--- config.mk ---
export PLATFORM = sky130hd
export DESIGN_NAME = move_cmd_gen_flat
export DESIGN_NICKNAME = d
export VERILOG_FILES = /design/src/rtl/button_pkg.sv /design/src/rtl/move_cmd_gen_if.sv /design/src/rtl/btn_index_enc.sv /design/src/rtl/move_cmd_gen.sv /design/src/flat_wrapper.sv
export SDC_FILE = /design/constraint.sdc
export NUM_CORES = 1
export LEC_CHECK = 0
export BUFFER_PORTS_ARGS = -buffer_cell sky130_fd_sc_hd__buf_2
export CAP_MARGIN = 20
export CORE_MARGIN = 1.5
export CORE_UTILIZATION = 30
export DETAILED_ROUTE_END_ITERATION = 6
export PLACE_DENSITY_LB_ADDON = 0.25
export SKIP_CTS_REPAIR_TIMING = 1
export SLEW_MARGIN = 0
export SYNTH_ARGS = -nofsm -noshare
export SYNTH_HDL_FRONTEND = slang
export SYNTH_SLANG_ARGS = --single-unit
--- constraint.sdc ---
create_clock -name clk -period 4.6 [get_ports clk]
set_input_delay 0.23 -clock clk [delete_from_list [all_inputs] [get_ports clk]]
set_output_delay 0.23 -clock clk [all_outputs]
set_load 0.1 [all_outputs]
--- src/rtl/button_pkg.sv ---
// Shared definitions for the button UI: phase codes (also used by the UI FSM),
// result status codes and the default WAIT timeout.
package button_pkg;

  typedef enum logic [3:0] {
    PH_POC = 4'b0000,
    PH_WP  = 4'b0001,
    PH_WC  = 4'b0010,
    PH_PD  = 4'b0101,
    PH_CP  = 4'b0110
  } phase_e;

  typedef enum logic [2:0] {
    ST_NONE     = 3'd0,
    ST_ACCEPTED = 3'd1,
    ST_REJECTED = 3'd2,
    ST_TIMEOUT  = 3'd3,
    ST_INVALID  = 3'd4,
    ST_DROPPED  = 3'd5
  } status_e;

  typedef enum logic [1:0] {
    IS_IDLE  = 2'd0,
    IS_ISSUE = 2'd1,
    IS_WAIT  = 2'd2
  } issue_e;

  localparam int TIMEOUT_CYC_DEF = 255;

  localparam logic [3:0] BTN_OWN     = 4'b1000;
  localparam logic [3:0] BTN_CAPTIVE = 4'b0100;

endpackage

--- src/rtl/move_cmd_gen_if.sv ---
// Command handshake between the move generator (master) and the board logic (slave).
interface move_cmd_gen_if;

  logic       cmd_valid;
  logic       cmd_ready;
  logic       cmd_kind;
  logic [1:0] cmd_src;
  logic [1:0] cmd_arg;
  logic       cmd_done;
  logic       cmd_ok;

  modport master (
    output cmd_valid, cmd_kind, cmd_src, cmd_arg,
    input  cmd_ready, cmd_done, cmd_ok
  );

  modport slave (
    input  cmd_valid, cmd_kind, cmd_src, cmd_arg,
    output cmd_ready, cmd_done, cmd_ok
  );

endinterface

--- src/rtl/btn_index_enc.sv ---
// One-hot button pulse to 2-bit index; bit3 is button 0. Multi-hot or zero is not valid.
module btn_index_enc (
  input  logic [3:0] i_control,
  output logic [1:0] o_idx,
  output logic       o_valid
);

  always_comb begin
    o_idx   = 2'd0;
    o_valid = 1'b0;
    case (i_control)
      4'b1000: begin o_idx = 2'd0; o_valid = 1'b1; end
      4'b0100: begin o_idx = 2'd1; o_valid = 1'b1; end
      4'b0010: begin o_idx = 2'd2; o_valid = 1'b1; end
      4'b0001: begin o_idx = 2'd3; o_valid = 1'b1; end
      default: ;
    endcase
  end

endmodule

--- src/rtl/move_cmd_gen.sv ---
// Tracks the three-press selection, issues the resulting move/drop command over a
// valid/ready handshake and waits for the board's completion or a timeout.
//
// issue state | meaning
// IS_IDLE     | no command outstanding; a valid completed selection is issued
// IS_ISSUE    | cmd_valid high, fields frozen until cmd_ready
// IS_WAIT     | accepted, waiting for cmd_done or TIMEOUT_CYC cycles
module move_cmd_gen
  import button_pkg::*;
#(
  parameter int TIMEOUT_CYC = TIMEOUT_CYC_DEF
) (
  input  logic           clk,
  input  logic           rst_n,
  input  logic [3:0]     i_control,
  input  logic [3:0]     i_ui_state,
  move_cmd_gen_if.master cmd,
  output logic           o_busy,
  output logic [2:0]     o_status,
  output logic           o_sync_err
);

  localparam int CNT_W = $clog2(TIMEOUT_CYC + 1);
  localparam logic [CNT_W-1:0] CNT_LAST = CNT_W'(TIMEOUT_CYC - 1);

  phase_e           r_phase;
  phase_e           r_phase_d;
  logic             r_sync_err;
  logic             r_sel_kind;
  logic [1:0]       r_sel_src;
  logic             r_sel_good;

  issue_e           r_state;
  logic             r_valid;
  logic             r_kind;
  logic [1:0]       r_src;
  logic [1:0]       r_arg;
  status_e          r_status;
  logic [CNT_W-1:0] r_cnt;

  logic [1:0]       w_idx;
  logic             w_idx_ok;
  logic             w_press;
  logic             w_complete;
  logic             w_sel_good;

  btn_index_enc u_enc (
    .i_control (i_control),
    .o_idx     (w_idx),
    .o_valid   (w_idx_ok)
  );

  assign w_press    = |i_control;
  assign w_complete = ((r_phase == PH_PD) || (r_phase == PH_CP)) && w_press;
  assign w_sel_good = r_sel_good & w_idx_ok;

  // Phase tracker mirrors the UI FSM so the selection can be captured locally.
  always_ff @(posedge clk or negedge rst_n) begin
    if (!rst_n) begin
      r_phase    <= PH_POC;
      r_phase_d  <= PH_POC;
      r_sync_err <= 1'b0;
      r_sel_kind <= 1'b0;
      r_sel_src  <= 2'd0;
      r_sel_good <= 1'b0;
    end else begin
      r_phase_d <= r_phase;
      if (r_phase_d != i_ui_state)
        r_sync_err <= 1'b1;
      case (r_phase)
        PH_POC: begin
          if (i_control == BTN_OWN)
            r_phase <= PH_WP;
          else if (i_control == BTN_CAPTIVE)
            r_phase <= PH_WC;
        end
        PH_WP, PH_WC: begin
          if (w_press) begin
            r_phase    <= (r_phase == PH_WP) ? PH_PD : PH_CP;
            r_sel_kind <= (r_phase == PH_WC);
            r_sel_src  <= w_idx;
            r_sel_good <= w_idx_ok;
          end
        end
        PH_PD, PH_CP: begin
          if (w_press)
            r_phase <= PH_POC;
        end
        default: r_phase <= PH_POC;
      endcase
    end
  end

  // Completion handling comes after the state case so a drop/invalid report on
  // the same edge as a WAIT exit is the one that is left in status.
  always_ff @(posedge clk or negedge rst_n) begin
    if (!rst_n) begin
      r_state  <= IS_IDLE;
      r_valid  <= 1'b0;
      r_kind   <= 1'b0;
      r_src    <= 2'd0;
      r_arg    <= 2'd0;
      r_status <= ST_NONE;
      r_cnt    <= '0;
    end else begin
      case (r_state)
        IS_IDLE: ;
        IS_ISSUE: begin
          if (r_valid && cmd.cmd_ready) begin
            r_state <= IS_WAIT;
            r_valid <= 1'b0;
            r_cnt   <= '0;
          end
        end
        IS_WAIT: begin
          if (cmd.cmd_done) begin
            r_state  <= IS_IDLE;
            r_status <= cmd.cmd_ok ? ST_ACCEPTED : ST_REJECTED;
          end else if (r_cnt == CNT_LAST) begin
            r_state  <= IS_IDLE;
            r_status <= ST_TIMEOUT;
          end else begin
            r_cnt <= r_cnt + CNT_W'(1);
          end
        end
        default: r_state <= IS_IDLE;
      endcase

      if (w_complete) begin
        if (!w_sel_good) begin
          r_status <= ST_INVALID;
        end else if (r_state != IS_IDLE) begin
          r_status <= ST_DROPPED;
        end else begin
          r_state <= IS_ISSUE;
          r_valid <= 1'b1;
          r_kind  <= r_sel_kind;
          r_src   <= r_sel_src;
          r_arg   <= w_idx;
        end
      end
    end
  end

  assign cmd.cmd_valid = r_valid;
  assign cmd.cmd_kind  = r_kind;
  assign cmd.cmd_src   = r_src;
  assign cmd.cmd_arg   = r_arg;

  assign o_busy     = (r_state != IS_IDLE);
  assign o_status   = r_status;
  assign o_sync_err = r_sync_err;

endmodule

--- src/flat_wrapper.sv ---
// flat-port wrapper written by rule: the top's interface ports become plain ports
module move_cmd_gen_flat import button_pkg::*;
#(
  parameter int TIMEOUT_CYC = TIMEOUT_CYC_DEF
)
  (clk, rst_n, i_control, i_ui_state, o_busy, o_status, o_sync_err, cmd_cmd_valid, cmd_cmd_kind, cmd_cmd_src, cmd_cmd_arg, cmd_cmd_ready, cmd_cmd_done, cmd_cmd_ok);
  move_cmd_gen_if cmd_i ();
  input  logic clk;
  input  logic rst_n;
  input  logic [3:0] i_control;
  input  logic [3:0] i_ui_state;
  output logic o_busy;
  output logic [2:0] o_status;
  output logic o_sync_err;
  output wire logic [$bits(cmd_i.cmd_valid)-1:0] cmd_cmd_valid;
  output wire logic [$bits(cmd_i.cmd_kind)-1:0] cmd_cmd_kind;
  output wire logic [$bits(cmd_i.cmd_src)-1:0] cmd_cmd_src;
  output wire logic [$bits(cmd_i.cmd_arg)-1:0] cmd_cmd_arg;
  input wire logic [$bits(cmd_i.cmd_ready)-1:0] cmd_cmd_ready;
  input wire logic [$bits(cmd_i.cmd_done)-1:0] cmd_cmd_done;
  input wire logic [$bits(cmd_i.cmd_ok)-1:0] cmd_cmd_ok;
  assign cmd_cmd_valid = cmd_i.cmd_valid;
  assign cmd_cmd_kind = cmd_i.cmd_kind;
  assign cmd_cmd_src = cmd_i.cmd_src;
  assign cmd_cmd_arg = cmd_i.cmd_arg;
  assign cmd_i.cmd_ready = cmd_cmd_ready;
  assign cmd_i.cmd_done = cmd_cmd_done;
  assign cmd_i.cmd_ok = cmd_cmd_ok;
  move_cmd_gen #(.TIMEOUT_CYC(TIMEOUT_CYC)) u_core (.clk(clk), .rst_n(rst_n), .i_control(i_control), .i_ui_state(i_ui_state), .cmd(cmd_i), .o_busy(o_busy), .o_status(o_status), .o_sync_err(o_sync_err));
endmodule
Word-level counts from Yosys, hierarchy flattened
Index checks and enable logic that the tools add are counted.
{ "totals": {"latch_bits": 0, "register_bits": 32, "ram_bits": 0, "output_inout_bits": 11, "word_cells": 80, "rom_bits": 0, "n_memories": 0} }
{ "op_classes": {"mux": 31, "magnitude_cmp": 0, "addsub": 1, "n_eq_ne": 18, "bitwise": 2, "div": 0, "n_reduce_logical": 15, "mul": 0, "shift": 0} }
{ "ops": {"columns": ["op", "count"], "rows": [
  ["$mux W8", 3],
  ["$mux W3", 6],
  ["$mux W2", 8],
  ["$mux W4", 4],
  ["$pmux W8 S2", 1],
  ["$eq A4 B3 Y1 const B", 3],
  ["$pmux W2 S3", 2],
  ["$pmux W4 S3", 1],
  ["$add A8 B1 Y8 const B", 1],
  ["$eq A4 B1 Y1 const B", 2],
  ["$eq A4 B2 Y1 const B", 2],
  ["$eq A8 B8 Y1 const B", 1],
  ["$reduce_or A4 Y1", 2],
  ["$mux W1", 6],
  ["$ne A2 B1 Y1 const B", 3],
  ["$reduce_and A3 Y1", 2],
  ["$eq A4 B4 Y1 const B", 1],
  ["$logic_not A4 Y1", 1],
  ["$ne A2 B2 Y1 const B", 2],
  ["$ne A4 B4 Y1", 1],
  ["$reduce_and A4 Y1", 1],
  ["$reduce_bool A2 Y1", 2],
  ["$reduce_or A2 Y1", 2],
  ["$ne A3 B1 Y1 const B", 1],
  ["8 further kinds", 9]
]} }

Longest topological paths before layout
Gate-level depths: netlist (run 1).
{ "logic_depth": {"word_depth": 7, "ltp_mapped": 6} }

Hierarchy
A second synthesis (run 1) with hierarchy kept.
{ "hier_totals": {"hier_cells": 129, "hier_area_um2": 1442.6} }
{ "by_module_without_submodules": {"columns": ["mod", "cells_each", "instances", "area_per_inst_um2"], "rows": [
  ["move_cmd_gen", 121, 1, 1382.6],
  ["btn_index_enc", 8, 1, 60.1]
]} }

Worst setup path after synthesis (run 1)
OpenSTA, ideal clock, no wires.
{ "synth_timing": {"kind": "flip-flop to flip-flop", "from": "reg u_core.r_valid (netlist: u_core.cmd.cmd_valid)", "to": "reg u_core.r_cnt[3]", "stages_incl_launch_ff": 4, "path_buffers": 0, "synth_period_minus_slack_ns": 1.652, "arrival_ns": 1.517, "slack_ns": 2.948, "setup_time_ns": 0.135, "path_cell_list": "dfrtp_1 nand3_1 o211ai_1 o31ai_1"} }
{ "synth_between": {"elab_chain_len": 3} }
{ "synth_lines": {"columns": ["item", "line_no", "text"], "rows": [
  ["from (decl)", "move_cmd_gen.sv:34", "logic r_valid;"],
  ["from (signal assigned)", "move_cmd_gen.sv:99", "r_valid <= 1'b0;"],
  ["from (signal assigned)", "move_cmd_gen.sv:111", "r_valid <= 1'b0;"],
  ["from (signal assigned)", "move_cmd_gen.sv:136", "r_valid <= 1'b1;"],
  ["$logic_and A1 B1 Y1", "move_cmd_gen.sv:109", "if (r_valid && cmd.cmd_ready) begin"],
  ["$ne A2 B1 Y1 (no line)", null, null],
  ["$reduce_and A4 Y1 (no line)", null, null],
  ["to (signal assigned)", "move_cmd_gen.sv:123", "r_cnt <= r_cnt + CNT_W'(1);"],
  ["to (decl)", "move_cmd_gen.sv:39", "logic [CNT_W-1:0] r_cnt;"]
]} }
Every way passes these cells.
A chain may end at the register's enable or synchronous reset.

Worst setup path after layout (run 1)
{ "layout_timing": {"from": "reg u_core.r_phase[0]", "to": "reg u_core.r_arg[0] (netlist: u_core.cmd.cmd_arg[0])"} }
{ "layout_between": {"elab_chain_len": 4, "elab_cells_between_ends": 5} }
{ "layout_lines": {"columns": ["item", "line_no", "text"], "rows": [
  ["from (decl)", "move_cmd_gen.sv:26", "phase_e r_phase;"],
  ["from (signal assigned)", "move_cmd_gen.sv:79", "r_phase <= (r_phase == PH_WP) ? PH_PD : PH_CP;"],
  ["$eq A4 B3 Y1", "move_cmd_gen.sv:54", "assign w_complete = ((r_phase == PH_PD) || (r_phase == PH_CP)) && w_press;"],
  ["$logic_or A1 B1 Y1 *", "move_cmd_gen.sv:54", null],
  ["$logic_and A1 B1 Y1 *", "move_cmd_gen.sv:54", null],
  ["$reduce_and A3 Y1 (no line) *", null, null],
  ["to (signal assigned)", "move_cmd_gen.sv:139", "r_arg <= w_idx;"],
  ["to (decl)", "move_cmd_gen.sv:37", "logic [1:0] r_arg;"]
]} }
Mark *: on every way between the ends. The rest lies on a longest branch, timed or not.

==> results of run 1 <==
sequential cells by signal, indices dropped and copies added, names as in the netlist:
signal                cells
u_core.r_sel_kind         1
u_core.o_status           3
u_core.cmd.cmd_kind       1
u_core.cmd.cmd_src        2
u_core.o_sync_err         1
u_core.r_phase            3
u_core.r_sel_good         1
u_core.r_state            2
u_core.r_phase_d          3
u_core.r_cnt              8
u_core.cmd.cmd_valid      1
u_core.cmd.cmd_arg        2
u_core.r_sel_src          2
critical path, stage by stage, from the launching register on:
cell,delay [ns]
dfrtp_1,0.44
xnor2_1,0.21
nor3_2,0.29
and4_4,0.38
mux2_4,0.32
cell families (layout without fill, tap and decap cells):
| family | count (synthesis) | after routing | synth area share [%] |
|---|---|---|---|
| buf+inv | 6 | 34 | 2.02 |
| fa+ha+maj | 2 | 2 | 1.68 |
| xor+xnor | 10 | 10 | 5.90 |
| flops | 30 | 30 | 50.5 |
| simple gates | 49 | 49 | 18.2 |
| compound gates | 27 | 27 | 13.0 |
| mux | 10 | 10 | 8.68 |
cells in the mapped netlist (2+ instances only):
master / n / area share (%)
nand3_1: 8 / 2.7
o21ai_0: 7 / 2.4
or2_2: 2 / 0.84
mux2i_1: 2 / 1.3
xnor2_1: 7 / 4.1
nor2b_1: 3 / 1.3
nor2_1: 11 / 2.8
nand2_1: 12 / 3.0
nor3_1: 4 / 1.3
dfrtp_1: 30 / 51
o211ai_1: 3 / 1.5
mux2_4: 5 / 5.1
a21oi_1: 4 / 1.3
inv_1: 5 / 1.3
ha_1: 2 / 1.7
a21o_2: 3 / 1.8
xor2_1: 3 / 1.8
mux2_2: 3 / 2.3
o31ai_1: 2 / 1.0
power breakdown:
group,total (mW),internal [mW],leakage [nW],switching [mW]
Sequential,0.369,0.320,0.398,0.0493
Clock,0.208,0.115,0.0431,0.0927
Combinational,0.313,0.0884,0.357,0.225
per-layer routing:
layer	wire, um	vias up	part of all wire, %	track usage (%)
li1	-	532	-	-
met1	1380	524	45	15.2
met2	1500	19	49	21.0
met3	106	7	3.5	3.70
met4	61	0	2.0	6.58
met5	0	-	0	0
how the worst max path moves through the flow:
stage,from,to,cells past startpoint,slack (ns)
after floorplan,u_core.cmd.cmd_valid,u_core.r_cnt[3],3,2.95
after global placement,i_control[2],u_core.cmd.cmd_arg[1],5,2.88
after detailed placement,i_control[2],u_core.cmd.cmd_arg[0],5,2.84
after CTS,u_core.r_phase[0],u_core.cmd.cmd_arg[0],4,2.84
after global routing,u_core.r_phase[2],u_core.cmd.cmd_kind,4,2.75
final,u_core.r_phase[0],u_core.cmd.cmd_arg[0],4,2.85
per-stage QoR:
step	power, mW	instances	setup slack (ns)
final	0.890	229	2.85
after global routing	0.936	229	2.75
after CTS	0.900	229	2.84
after detailed placement	0.689	223	2.84
after global placement	0.685	223	2.88
after floorplan	0.620	134	2.95
area by class of cell:
class                   count  area (um^2)
repair buffers             23          115
fillers                   517         3000
multi-input cells          98          704
inverters                   5         18.8
well taps                  67         83.8
flip-flops and latches     30          751
clock buffers               6         82.6
==> impl_metrics.ini, run 1 <==
[run_status]
status = finished, violations left
violations = negative hold slack

[setup_path]
endpoint_kind = register
cp-start-kind = register
regToRegStartpoint = u_core.r_phase[0]
r2r_cells = 4
r2r_end = u_core.cmd.cmd_arg[0]
reg2reg_slack_ns = 2.85
cp_max_fo = 8
crit_required_ns = 4.76
arrival_ns = 1.91
path_class = reg2reg

[layout]
design_area_mm2 = 0.00176
diodes = 0
num-nets-final = 178
final_cell_mix = dfrtp_1, buf_2, nand2_1
drive_gt1_share_pct = 30.2
fin_util_pct = 36.9
final_common_cell = dfrtp_1
area_growth_pct = 18.2

[yosys]
synth_enable_flop_cells = 0
synthArstFlopShare_pct = 100
synthesis.nets = 149
synth.distinct_cells = 37
synthCells = 134
yosys_warnings = 0
syn_avg_cell_area_um2 = 11.1
seq_area_frac_synth_pct = 50.5
synth-main-ff-cell = dfrtp_1
ys_ff_latch = 30
synth_area_mm2 = 0.00149

[floorplan]
row_count = 25
die_area_mm2 = 0.00538
core_mm2 = 0.00475
io_pins = 24
start_util_pct = 31.2
dieHeight_um = 73.4
die_w_um = 73.4

[routing]
dr.first_iter.drc_count = 59
drc = 0
drt-total-wl_um = 3050
antenna_left = 0
num_vias = 1082
wl_per_cell_um = 13.3
dr.pass1.iters = 4
vias_per_cell = 4.72

[timing]
final_max_slew_viol_count = 0
fin_crit_ns = 1.75
holdWs_ns = -0.0184
period_share_pct = 38.0
finClkSkew_ns = 0.00377
slew_headroom_pct = 55.2
hold_viol = 30
tightestPinTransition_ns = 0.671
timing.fmax_mhz = 572
setup_viol = 0
setup_tns_ns = 0
rsz0062_at_grt = false

[placement]
portBuffers = 23
place_hpwl_um = 2270
post_dp_cell_area_mm2 = 0.00167
gp_routability_congestion = 0.858

[global_route]
antenna_found_initial = 0
grt-ovfl-total = 0
grt_pass1_vias = 1134
grt_max_degree = 31
grt_usage_pct = 12.8
grt_pass1_wl_um = 5170

[clocking]
clkLatencyLatePin_ns = 0.28
cts_buffers = 5
cts_tree = built
cts.clk_slew.worst_paths_ns = 0.06
h-tree-depth = 2
ctsLongestPathBuffers = 2
root_buffer = clkbuf_8
clock-sinks = 30

[job]
cap_violations = 0

[power]
p_leak_nw = 0.799
max-vdd-ir-drop_mv = 0.301
power_density_mw_per_mm2 = 507

[hold_path]
hold_path_class = in2async
No activity file was read; power rests on OpenSTA's default activity.
==> run 2, diff against run 1 <==
==> constraint.sdc (replaced) <==
create_clock -name clk -period 1.8 [get_ports clk]
set_input_delay 0.09 -clock clk [delete_from_list [all_inputs] [get_ports clk]]
set_output_delay 0.09 -clock clk [all_outputs]
set_load 0.1 [all_outputs]
==> run 2 against run 1 <==
  * Flip-flop and latch count is the same
  * Combinational power grew to 2.7 times the previous value
  * Largest power group unchanged
  * Non-clock buffer count grew 4
  * Register-to-register slack got worse by 2.6 ns
  * Global-route usage down 0.16 points
  * Sequential share of layout area is 1.1 points lower
  * The flow now finishes without violations
  * Largest cell class unchanged
  * Sequential power rose to 2.5 times the previous value
==> impl_metrics.ini, run 2 (synthesis gave the netlist of run 1 again) <==
[job]
cap_violations = 0

[power]
power_switching_mw = 0.962
p_sw_share_pct = 41.3
power_density_mw_per_mm2 = 1290
intPower_mw = 1.37
seqPwrFrac_pct = 39.9
max-vdd-ir-drop_mv = 0.871
pwr-share-clk_pct = 24.5
p_leak_nw = 0.823
finalPower_mw = 2.33
comb_power_share_pct = 35.7

[setup_path]
crit_required_ns = 1.98
critPathMaxStageDelay_ns = 0.44
worstPathCellList = inv_1, ha_1, nand3_1, o21bai_1, nand2_1, a22o_2
cp_max_fo = 6
arrival_ns = 1.76
cp-start-kind = register
slowest_stage = dfrtp_1
r2r_cells = 6
endpoint_kind = register
path_class = reg2reg

[timing]
tightestPinTransition_ns = 0.685
hold_viol = 0
setup_tns_ns = 0
finClkSkew_ns = 0.00874
rsz0062_at_grt = false
period_share_pct = 88.1
fin_crit_ns = 1.59
timing.fmax_mhz = 631
final_max_slew_viol_count = 0
slew_headroom_pct = 54.4
setup_slack_ns = 0.214
setup_viol = 0

[layout]
area_growth_pct = 21.2
final_common_cell = dfrtp_1
finalNonFillerCells = 235
num-nets-final = 182
largest_register_ff_count = 8
drive_gt1_share_pct = 32.1
diodes = 0
final_cell_mix = dfrtp_1, buf_2, nand2_1
fin_util_pct = 37.9
largest_register = u_core.r_cnt

[clocking]
cts_buffers = 5
cts.clk_slew.worst_paths_ns = 0.07
clkLatencyLatePin_ns = 0.28
ctsLongestPathBuffers = 2
cts_tree = built
clock-sinks = 30
root_buffer = clkbuf_8
h-tree-depth = 2

[global_route]
grt_pass1_wl_um = 5090
antenna_found_initial = 0
grt_max_degree = 31
grt_usage_pct = 12.6
grt_pass1_vias = 1115
grt-ovfl-total = 0

[placement]
dp_slack_ns = 0.190
dp.cells = 226
portBuffers = 23
gp_routability_congestion = 0.857
place_hpwl_um = 2190

[routing]
num_vias = 1141
dr.pass1.iters = 4
antenna_left = 0
wl_per_cell_um = 12.7
drc = 0
dr.first_iter.drc_count = 25
drt-total-wl_um = 2990
vias_per_cell = 4.86

[run_status]
status = completed

[floorplan]
io_pins = 24
die_area_mm2 = 0.00538
die_w_um = 73.4
dieHeight_um = 73.4
core_mm2 = 0.00475
start_util_pct = 31.2
row_count = 25

[hold_path]
hold_path_class = in2reg
worstHoldPathCells = 3
## run 2: stage by stage
step / area [um^2] / hold WS, ns
6_report: 1800 / 0.0289
5_1_grt: 1800 / 0.0284
4_1_cts: 1790 / -0.144
3_5_place_dp: 1700 / 0.175
3_3_place_gp: 1700 / 0.159
2_1_floorplan: 1490 / -0.206
## run 2: area by class of cell
type	instances	area (um^2)
clock inverter	2	12.5
sequential	30	751
tap	67	83.8
multi-input combinational	98	704
fill	503	2950
inverter	5	18.8
clock buffer	6	82.6
timing repair buffer	27	148
## run 2: critical path, delay by kind of cell, from the launching register on
kind	cells	cell delay, ns
flops	1	0.44
simple gates	2	0.26
fa+ha+maj	1	0.16
buf+inv	1	0.08
compound gates	2	0.54
## run 2: final timing paths
| check | startpoint | end | slack (ns) |
|---|---|---|---|
| worst max-delay path | u_core.r_cnt[0] | u_core.o_status[2] | 0.21 |
| worst min-delay path | i_ui_state[3] | u_core.o_sync_err | 0.03 |
| worst max register to register | u_core.r_cnt[0] | u_core.o_status[2] | 0.21 |
| worst min register to register | u_core.r_phase[1] | u_core.r_phase_d[1] | 0.47 |
| max in group asynchronous | rst_n | u_core.r_phase_d[2] | 0.96 |
| min in group asynchronous | rst_n | u_core.r_state[1] | 0.38 |
## run 2: layer usage
layer | global-route usage (%) | part of all wire, % | up-vias
li1 | - | - | 543
met1 | 14.8 | 45 | 573
met2 | 20.6 | 49 | 19
met3 | 5.49 | 4.5 | 6
met4 | 4.53 | 1.2 | 0
met5 | 0 | 0 | -
## run 2: power groups by stage
stage	Sequential [mW]	Combinational, mW	Clock (mW)
after global routing	0.947	0.896	0.633
after detailed placement	0.940	0.837	0
after floorplan	1.22	0.368	0
after CTS	0.929	0.838	0.594
final	0.928	0.831	0.570
after global placement	0.939	0.832	0
==> run 3, diff against run 2 <==
--- a/config.mk
+++ b/config.mk
@@ -8,7 +8,7 @@
 export BUFFER_PORTS_ARGS = -buffer_cell sky130_fd_sc_hd__buf_2
 export CAP_MARGIN = 20
 export CORE_MARGIN = 1.5
-export CORE_UTILIZATION = 30
+export CORE_UTILIZATION = 48
 export DETAILED_ROUTE_END_ITERATION = 6
 export PLACE_DENSITY_LB_ADDON = 0.25
 export SKIP_CTS_REPAIR_TIMING = 1
==> run 3 against run 2 <==
  * The run now ends with negative hold slack left
  * Fmax down 6.1%
  * Worst setup slack got worse by 0.10 ns
  * Clock power decreased by 29%
  * Critical path depth down 2
  * Clock skew increased by 0.0029 ns
  * Sequential power shrank 1%
  * First-iteration DRC count up 32%
  * Global-route usage up 6.5 points
  * Non-clock buffer count increased by 1
  * Critical path type unchanged
  * Largest cell class unchanged
  * Largest power group unchanged
  * Highest routed layer unchanged
==> impl_metrics.ini, run 3 (synthesis gave the netlist of run 1 again) <==
[run_status]
status = finished, violations left
violations = negative hold slack

[global_route]
grt_max_degree = 31
grt-ovfl-total = 0
antenna_found_initial = 0
grt_pass1_vias = 1102
grt_pass1_wl_um = 4890
grt_usage_pct = 19.2

[timing]
tightestPinTransition_ns = 0.661
setup_slack_ns = 0.112
hold_viol = 1
setup_tns_ns = 0
rsz0062_at_grt = false
holdWs_ns = -0.00244
setup_viol = 0
period_share_pct = 93.8
finClkSkew_ns = 0.0117
final_max_slew_viol_count = 0
fin_crit_ns = 1.69
slew_headroom_pct = 55.9
timing.fmax_mhz = 592

[layout]
area_growth_pct = 16.5
final_common_cell = dfrtp_1
final_cell_mix = dfrtp_1, buf_2, nand2_1
largest_register = u_core.r_cnt
design_area_mm2 = 0.00173
drive_gt1_share_pct = 32.0
largest_register_ff_count = 8
fin_util_pct = 57.6
diodes = 0
num-nets-final = 183

[setup_path]
cp-startpoint = u_core.r_phase[1]
critPathMaxStageDelay_ns = 0.44
arrival_ns = 1.90
cp_max_fo = 8
regToRegStartpoint = u_core.r_phase[1]
cp-start-kind = register
cp.buffers_inverters = 0
worstPathCellList = xnor2_1, nor3_2, and4_4, mux2_4
slowest_stage = dfrtp_1
path_delay_family = simple AND/OR/NAND/NOR gates
path_class = reg2reg
crit_required_ns = 2.01
endpoint_kind = register

[clocking]
clkLatencyLatePin_ns = 0.32
cts_buffers = 5
h-tree-depth = 2
cts_tree = built
cts.clk_slew.worst_paths_ns = 0.09
ctsLongestPathBuffers = 2
root_buffer = clkbuf_4
clock-sinks = 30

[floorplan]
io_pins = 24
die_w_um = 58.6
die_area_mm2 = 0.00344
start_util_pct = 49.5
core_mm2 = 0.00300
row_count = 20
dieHeight_um = 58.6

[routing]
antenna_left = 0
dr.pass1.iters = 4
dr.first_iter.drc_count = 33
wl_per_cell_um = 14.3
vias_per_cell = 5.42
drc = 0
num_vias = 1094
drt-total-wl_um = 2890

[placement]
gp_routability_congestion = 0.817
portBuffers = 23
place_hpwl_um = 2120
post_dp_cell_area_mm2 = 0.00166
dp_slack_ns = 0.115

[job]
cap_violations = 0

[hold_path]
holdCritStartpoint = i_ui_state[3]
hold_path_class = in2reg

[power]
p_leak_nw = 0.815
power_density_mw_per_mm2 = 1280
max-vdd-ir-drop_mv = 0.811
-- run 3: cell types whose count changed in the layout (fill, tap and decap cells not counted) --
cell        before  now
buf_4            3    4
clkbuf_1         0    1
clkbuf_4         0    5
clkbuf_8         6    1
clkinvlp_4       1    0
-- run 3: per-stage QoR --
stage / instances / total power [mW]
CTS: 201 / 2.23
finish: 202 / 2.22
floorplan: 134 / 1.58
global placement: 193 / 1.79
detailed placement: 193 / 1.82
global route: 202 / 2.35
-- run 3: tightest hold or removal path: cells and delay by family --
kind,cells,cell delay [ns]
buffers and inverters,1,0.08
and+or+nand+nor,2,0.11
-- run 3: final cells by class --
class,instances,area (um^2)
inverters,5,18.8
clock buffers,7,55.1
well taps,33,41.3
repair buffers,28,155
flip-flops and latches,30,751
clock inverters,1,5.00
multi-input cells,98,704
fillers,271,1270
-- run 3: worst paths after layout --
check | endpoint | slack, ns | cells after the start
min | u_core.o_sync_err | -0.002 | 3
max in group asynchronous | u_core.o_status[0] | 1.04 | 2
max reg2reg | u_core.cmd.cmd_arg[0] | 0.11 | 4
max | u_core.cmd.cmd_arg[0] | 0.11 | 4
min in group asynchronous | u_core.r_cnt[3] | 0.32 | 2
min reg2reg | u_core.r_phase_d[1] | 0.49 | 0
-- run 3: layer usage --
| metal | track usage [%] | wire (um) | vias up |
|---|---|---|---|
| met5 | 0 | 0 | - |
| met4 | 11.4 | 70 | 0 |
| met3 | 5.71 | 118 | 10 |
| met2 | 29.4 | 1310 | 28 |
| met1 | 24.0 | 1390 | 508 |
| li1 | - | - | 548 |
-- run 3: report_power, final --
group / switching [mW] / total (mW) / internal, mW / leakage (nW)
sequential: 0.101 / 0.916 / 0.815 / 0.398
clock: 0.218 / 0.407 / 0.189 / 0.0353
combinational: 0.620 / 0.892 / 0.272 / 0.382
